--- src/rtl/rob_alloc_if.sv ---
// Decode-to-allocator request channel: one instruction per cycle under valid/ready.
interface rob_alloc_if #(
  parameter int ADDR_LEN = 32,
  parameter int REG_SEL  = 5
);
  logic                req_valid_i;
  logic                req_ready_o;
  logic [ADDR_LEN-1:0] req_pc_i;
  logic                req_dstvalid_i;
  logic [REG_SEL-1:0]  req_dst_i;

  modport master (output req_valid_i, req_pc_i, req_dstvalid_i, req_dst_i, input  req_ready_o);
  modport slave  (input  req_valid_i, req_pc_i, req_dstvalid_i, req_dst_i, output req_ready_o);
endinterface

--- src/rtl/rob_alloc.sv ---
// ROB dispatch allocator: hands out ROB entries in order and tracks occupancy from commit counts.
// Optional ROB_ALLOC_FLUSH_EN adds flush_i/flush_ptr_i to reinitialise the pointers on a pipeline flush.
module rob_alloc #(
  parameter int ROB_NUM  = 64,
  parameter int ROB_SEL  = 6,
  parameter int ADDR_LEN = 32,
  parameter int REG_SEL  = 5
) (
  input  logic                clk_i,
  input  logic                reset_ni,
  rob_alloc_if.slave          req,
  input  logic                comnum_i,
  output logic                dp1_o,
  output logic [ROB_SEL-1:0]  dp1_addr_o,
  output logic [ADDR_LEN-1:0] pc_dp1_o,
  output logic                dstvalid_dp1_o,
  output logic [REG_SEL-1:0]  dst_dp1_o,
  output logic [ROB_SEL-1:0]  alloc_ptr_o,
  output logic [ROB_SEL:0]    freenum_o,
  output logic                err_o
`ifdef ROB_ALLOC_FLUSH_EN
  ,
  input  logic                flush_i,
  input  logic [ROB_SEL-1:0]  flush_ptr_i
`endif
);
  localparam logic [ROB_SEL:0] FULL_CNT = (ROB_SEL+1)'(ROB_NUM);

  logic               flush;
  logic [ROB_SEL-1:0] flush_ptr;
  logic               accept;
  logic               misuse;

`ifdef ROB_ALLOC_FLUSH_EN
  assign flush     = flush_i;
  assign flush_ptr = flush_ptr_i;
`else
  assign flush     = 1'b0;
  assign flush_ptr = '0;
`endif

  // Ready depends only on registered occupancy, so a commit into a full ROB shows up a cycle later.
  assign req.req_ready_o = (freenum_o != '0) && !flush;
  assign accept          = req.req_valid_i && req.req_ready_o;
  assign misuse          = comnum_i && !accept && (freenum_o == FULL_CNT);

  always_ff @(posedge clk_i) begin
    if (!reset_ni) begin
      dp1_o          <= 1'b0;
      dp1_addr_o     <= '0;
      pc_dp1_o       <= '0;
      dstvalid_dp1_o <= 1'b0;
      dst_dp1_o      <= '0;
      alloc_ptr_o    <= '0;
      freenum_o      <= FULL_CNT;
      err_o          <= 1'b0;
    end else if (flush) begin
      dp1_o       <= 1'b0;
      alloc_ptr_o <= flush_ptr;
      freenum_o   <= FULL_CNT;
    end else begin
      dp1_o <= accept;
      if (accept) begin
        dp1_addr_o     <= alloc_ptr_o;
        pc_dp1_o       <= req.req_pc_i;
        dstvalid_dp1_o <= req.req_dstvalid_i;
        dst_dp1_o      <= req.req_dst_i;
        alloc_ptr_o    <= alloc_ptr_o + 1'b1;
      end
      // A commit with nothing in flight is an ROB bug: keep the count pinned and latch the error.
      if (misuse) err_o <= 1'b1;
      else        freenum_o <= freenum_o - (ROB_SEL+1)'(accept) + (ROB_SEL+1)'(comnum_i);
    end
  end
endmodule

--- src/flat_wrapper.sv ---
// flat-port wrapper written by rule: the top's interface ports become plain ports
module rob_alloc_flat 
#(
  parameter int ROB_NUM  = 64,
  parameter int ROB_SEL  = 6,
  parameter int ADDR_LEN = 32,
  parameter int REG_SEL  = 5
)
  (clk_i, reset_ni, comnum_i, dp1_o, dp1_addr_o, pc_dp1_o, dstvalid_dp1_o, dst_dp1_o, alloc_ptr_o, freenum_o, err_o, req_req_valid_i, req_req_pc_i, req_req_dstvalid_i, req_req_dst_i, req_req_ready_o);
  rob_alloc_if #(.ADDR_LEN(ADDR_LEN), .REG_SEL(REG_SEL)) req_i ();
  input  logic clk_i;
  input  logic reset_ni;
  input  logic comnum_i;
  output logic dp1_o;
  output logic [ROB_SEL-1:0] dp1_addr_o;
  output logic [ADDR_LEN-1:0] pc_dp1_o;
  output logic dstvalid_dp1_o;
  output logic [REG_SEL-1:0] dst_dp1_o;
  output logic [ROB_SEL-1:0] alloc_ptr_o;
  output logic [ROB_SEL:0] freenum_o;
  output logic err_o;
  input wire logic [$bits(req_i.req_valid_i)-1:0] req_req_valid_i;
  input wire logic [$bits(req_i.req_pc_i)-1:0] req_req_pc_i;
  input wire logic [$bits(req_i.req_dstvalid_i)-1:0] req_req_dstvalid_i;
  input wire logic [$bits(req_i.req_dst_i)-1:0] req_req_dst_i;
  output wire logic [$bits(req_i.req_ready_o)-1:0] req_req_ready_o;
  assign req_i.req_valid_i = req_req_valid_i;
  assign req_i.req_pc_i = req_req_pc_i;
  assign req_i.req_dstvalid_i = req_req_dstvalid_i;
  assign req_i.req_dst_i = req_req_dst_i;
  assign req_req_ready_o = req_i.req_ready_o;
  rob_alloc #(.ROB_NUM(ROB_NUM), .ROB_SEL(ROB_SEL), .ADDR_LEN(ADDR_LEN), .REG_SEL(REG_SEL)) u_core (.clk_i(clk_i), .reset_ni(reset_ni), .req(req_i), .comnum_i(comnum_i), .dp1_o(dp1_o), .dp1_addr_o(dp1_addr_o), .pc_dp1_o(pc_dp1_o), .dstvalid_dp1_o(dstvalid_dp1_o), .dst_dp1_o(dst_dp1_o), .alloc_ptr_o(alloc_ptr_o), .freenum_o(freenum_o), .err_o(err_o));
endmodule
--- config.mk ---
export PLATFORM = sky130hd
export DESIGN_NAME = rob_alloc_flat
export DESIGN_NICKNAME = d
export VERILOG_FILES = /design/src/rtl/rob_alloc_if.sv /design/src/rtl/rob_alloc.sv /design/src/flat_wrapper.sv
export SDC_FILE = /design/constraint.sdc
export NUM_CORES = 1
export LEC_CHECK = 0
export ABC_AREA = 0
export CORE_MARGIN = 4
export CORE_UTILIZATION = 44
export CTS_BUF_LIST = sky130_fd_sc_hd__clkbuf_4 sky130_fd_sc_hd__clkbuf_8
export CTS_CLUSTER_DIAMETER = 60
export CTS_CLUSTER_SIZE = 28
export DETAILED_ROUTE_END_ITERATION = 8
export GPL_TIMING_DRIVEN = 0
export PLACE_DENSITY_LB_ADDON = 0.15
export SLEW_MARGIN = 20
export SYNTH_ARGS = -nofsm -noshare
export SYNTH_HDL_FRONTEND = slang
export SYNTH_SLANG_ARGS = --single-unit
--- constraint.sdc ---
create_clock -name clk_i -period 3.4 [get_ports clk_i]
set_input_delay 0.51 -clock clk_i [delete_from_list [all_inputs] [get_ports clk_i]]
set_output_delay 0.51 -clock clk_i [all_outputs]
set_load 0.01 [all_outputs]
; ---- Word-level counts from Yosys, hierarchy flattened
; Index checks and enable logic that the tools add are counted.
[classes]
eq_ne = 1
addsub = 3
n_reduce_logical = 5
[op_table]
columns = op, count
row1 = $add A7 B1 Y7, 1
row2 = $eq A7 B7 Y1 const B, 1
row3 = $reduce_bool A7 Y1, 1
row4 = $sub A7 B1 Y7, 1
row5 = $add A6 B1 Y6 const B, 1
row6 = $logic_and A1 B1 Y1, 3
row7 = $logic_not A1 Y1, 1
[totals]
elab_cells = 17
inputBits = 42
out_inout_bits = 60
ff_bits = 59

; ---- Logic depth before layout (Yosys ltp)
[logic_depth]
depth_word = 5
ltp_mapped = 17
ltp_nobuf = 16

; ---- Worst setup path after synthesis
; Ideal clock, no wire load.
[synth_path]
kind = reg-to-reg
from = register u_core.freenum_o[2]
to = register u_core.freenum_o[6]
path_slack_ps = 159
path_stages_with_launch = 18
arrival_ps = 3127
period_less_slack_ps = 3241
t_required_ps = 3286
path_buffers = 1
path_cell_list = dfxtp_1 > inv_1 > ha_1 > nand2_1 > or4_4 > nand2_4 > inv_2 > clkbuf_1 > ha_1 > inv_1 > ha_1 > inv_1 > fa_1 > nor2b_1 > o311ai_0 > a21oi_1 > or3_1 > a21o_1
[synth_between]
elab_chain_len = 5
elab_cells_between_ends = 8
classes_between = add/sub (2) / eq/ne (1) / reduce/logical (5)
[synth_lines]
columns = element, line_no
row1 = "start, declared", rob_alloc.sv:19  ; output logic [ROB_SEL:0] freenum_o,
row2 = "start signal, assigned", rob_alloc.sv:72  ; else freenum_o <= freenum_o - (ROB_SEL+1)'(accept) + (ROB_SEL+1)'(comnum_i);
row3 = $reduce_bool A7 Y1 *, rob_alloc.sv:43  ; assign req.req_ready_o = (freenum_o != '0) && !flush;
row4 = via req_req_ready_o, flat_wrapper.sv:26  ; output wire logic [$bits(req_i.req_ready_o)-1:0] req_req_ready_o;
row5 = $logic_and A1 B1 Y1 *, rob_alloc.sv:44  ; assign accept = req.req_valid_i && req.req_ready_o;
row6 = via u_core.accept, rob_alloc.sv:31  ; logic accept;
row7 = "parallel branches: the longest is 3 deep, another holds $sub A7 B1 Y7", -
; Mark *: on every way through the listed nets, which the timed path passes.
; A chain may end at the register's enable or synchronous reset.

; ---- Final worst setup path
[layout_path]
from = register u_core.freenum_o[2]
to = register u_core.freenum_o[6]
[layout_between]
elab_chain_len = 5
elab_cells_between_ends = 8
classes_between = add/sub (2) / eq/ne (1) / reduce/logical (5)
[layout_lines]
columns = element
row1 = "parallel branches: the longest is 5 deep, another holds $sub A7 B1 Y7"
; Parallel ways; which one is timed is not known.

==> flow_summary_export.csv <==
group,metric,value,unit
route,drc,0,
die,die_h,83.1,um
route,wl_per_cell,12.8,um
worst_setup_path,crit_arrival,3.50,ns
place,dpl_cell_area,3570,sq um
clocking,tritoncts,"built",
power,ir_drop,0.528,mV
grt,grt_max_degree,17,
sta,max_freq,307,MHz
synth,synth.most_common_cell,"nand2_1",
synth,synth-seq-cells,59,
worst_setup_path,cp_top_family,"simple AND/OR/NAND/NOR gates",
hold_path,holdPathEnd,"u_core.pc_dp1_o[19]",
clocking,cts_max_level,3,
synth,ys_types,34,
worst_setup_path,r2r_cells,16,
grt,antenna_found_initial,0,
clocking,clockBufferDepth,2,
synth,synth-seq-area-share,0.476,
die,start_util,0.451,
worst_setup_path,r2r_setup_slack,0.14,ns
layout,layout.cells.non_filler,474,
synth,synth_top_area_cell,"dfxtp_1",
place,place_inst,457,
clocking,numCtsBuffers,9,
hold_path,worst_hold_startpoint,"u_core.pc_dp1_o[19]",
layout,diodes,0,
synth,async_reset_ff_frac,0,
place,portBuffers,100,
worst_setup_path,reg2reg_from,"u_core.freenum_o[2]",
hold_path,min_path_type,"reg2reg",
route,wl,6080,um
route,vias,2215,
layout,drive_gt1_frac,0.0920,
die,io_pins,102,
worst_setup_path,cp_cell_sequence,"inv_2 > ha_2 > nand2_1 > or4_4 > nand2_8 > inv_6 > ha_4 > inv_1 > ha_2 > inv_2 > fa_2 > nor2b_1 > o311ai_1 > a21oi_1 > or3_1 > a21o_1",
route,first_pass_iters,4,
route,first_iter_violations,63,
worst_setup_path,critical_path_class,"reg2reg",
sta,drv_slew,0,
die,die_w,83.1,um
grt,overflow,0,
worst_setup_path,critPathLaunchType,"register",
die,core_area,5510,sq um
power,leakage,1.49,nW
synth,synthFlopType,"dfxtp_1",
die,die-area,6910,sq um
sta,skew,0.00972,ns
hold_path,hold_path_depth,2,
run,maxCapViolations,0,
clocking,root_buffer,"clkbuf_8",
power,p_per_area,578,nW/um^2
clocking,cts.sink_count,59,
synth,yosysWarnings,0,
worst_setup_path,critical-path-max-stage-delay,0.56,ns
synth,synthTopCellsByArea,"dfxtp_1, nand2_1, a21boi_0",
synth,synthTopCellsByCount,"nand2_1, dfxtp_1, a21boi_0, inv_1, ha_1",
sta,finalHoldViolations,0,
route,viasPerCell,4.67,
worst_setup_path,required,3.64,ns
grt,grt_pass1_vias,2159,
synth,synth_top_area_share,0.476,
synth,synth_area,2480,sq um
sta,post-route-period-util,0.959,
route,antenna_left,0,
worst_setup_path,r2r_end,"u_core.freenum_o[6]",
layout,syn_to_final_growth,52.6,%
sta,setup_viol,0,
sta,worst_pin_slew,0.469,ns
worst_setup_path,crit_fanout,16,
sta,maxSlewHeadroom,0.685,
worst_setup_path,crit_buf_inv,4,
layout,design_area,3790,sq um
clocking,cts_hold_buf,0,
place,gp_congestion,0.775,
synth,synth_cells,285,
clocking,clk_pin_slew,0.07,ns
run_status,status,"complete, no violations",
worst_setup_path,cp-end-kind,"register",
synth,synth-edff-count,0,
clocking,clk_latency,0.34,ns
synth,synthesis.nets,338,
place,dpl.hpwl,4370,um
layout,fin_nets,451,
grt,grt_pass1_wl,10200,um
worst_setup_path,crit_path_top_delay_cell,"or4_4",
grt,gr-usage-all-layers,0.183,
sta,min_period,3.26,ns
die,fp-row-count,27,
worst_setup_path,crit_start,"u_core.freenum_o[2]",
synth,avgSynthCellArea,8.71,sq um
[worst register-to-register path: stages (launching register included)]
cell and delay (ns):
dfxtp_1 0.34, inv_2 0.08, ha_2 0.16, nand2_1 0.07, or4_4 0.56, nand2_8 0.10, inv_6 0.08, ha_4 0.26
inv_1 0.04, ha_2 0.18, inv_2 0.06, fa_2 0.20, nor2b_1 0.06, o311ai_1 0.30, a21oi_1 0.13, or3_1 0.38
a21o_1 0.18
[stage by stage]
stage | setup WS [ns] | setup TNS [ns] | hold slack (ns) | total power, W | utilization
floorplan | 0.159 | 0 | 0.479 | 0.00133 | -
global placement | -0.204 | -0.204 | 0.446 | 0.00162 | 0.649
detailed placement | -0.253 | -0.265 | 0.457 | 0.00164 | 0.649
CTS | 0.0524 | 0 | 0.465 | 0.00217 | 0.677
global route | -0.00176 | -0.00176 | 0.478 | 0.00235 | 0.688
finish | 0.139 | 0 | 0.461 | 0.00219 | 0.688
[cell type report]
type	instances	area, sq um
Fill cell	464	1720
Multi-Input combinational cell	198	1210
Sequential cell	59	1190
Timing Repair Buffer	103	1020
Clock buffer	9	124
Tap cell	72	90.1
Buffer	14	66.3
Inverter	13	53.8
Clock inverter	6	33.8
[per-layer routing]
| metal | global-route usage | share of wire | vias up |
|---|---|---|---|
| li1 | - | - | 1148 |
| met1 | 0.224 | 0.47 | 977 |
| met2 | 0.278 | 0.43 | 79 |
| met3 | 0.0774 | 0.087 | 11 |
| met4 | 0.0892 | 0.022 | 0 |
| met5 | 0 | 0 | - |
[state kept, by name, summed over array words and instances (netlist names)]
| name | cells |
|---|---|
| u_core.pc_dp1_o | 32 |
| u_core.freenum_o | 7 |
| u_core.alloc_ptr_o | 6 |
| u_core.dp1_addr_o | 6 |
| u_core.dst_dp1_o | 5 |
| u_core.dp1_o | 1 |
| u_core.dstvalid_dp1_o | 1 |
| u_core.err_o | 1 |
[cell families after synthesis]
logic type | count (synthesis) | share of synthesized area
XOR/XNOR | 10 | 0.0353
AO/OA/AOI/OAI | 58 | 0.171
flip-flops | 59 | 0.476
multiplexers | 2 | 0.00806
AND/OR/NAND/NOR | 117 | 0.204
buffers and inverters | 28 | 0.0479
adder cells (fa/ha/maj) | 11 | 0.0584
[layout by cell type, fill, tap and decap left out, types with 6 or more instances in the layout]
| cell | instances |
|---|---|
| and2_1 | 7 |
| ha_1 | 7 |
| clkdlybuf4s50_1 | 100 |
| a21boi_0 | 46 |
| inv_1 | 9 |
| nand2_1 | 94 |
| clkbuf_1 | 8 |
| xnor2_1 | 6 |
| dfxtp_1 | 57 |
| clkbuf_8 | 9 |
[what timing repair did]
item                       4_1_cts  5_1_grt
buffers inserted                 0        3
gates cloned                     0        0
gates resized for setup          1       14
setup endpoints to repair        1        2
pin swaps                        0        6
[power by group]
group          leakage, nW  switching (W)  internal (W)
Sequential           0.486      0.0000690      0.000781
Combinational        0.914       0.000379      0.000437
Clock               0.0884       0.000270      0.000254
Total                 1.49       0.000718       0.00147
[how the worst max path moves through the flow]
| stage | cells after the start | slack (ns) | end |
|---|---|---|---|
| 2_1_floorplan | 17 | 0.16 | u_core.freenum_o[6] |
| 3_3_place_gp | 17 | -0.20 | u_core.freenum_o[6] |
| 3_5_place_dp | 17 | -0.25 | u_core.freenum_o[6] |
| 4_1_cts | 16 | 0.05 | u_core.freenum_o[6] |
| 5_1_grt | 16 | -0.002 | u_core.freenum_o[6] |
| 6_report | 16 | 0.14 | u_core.freenum_o[6] |
Power figures use the tool's default switching activity.
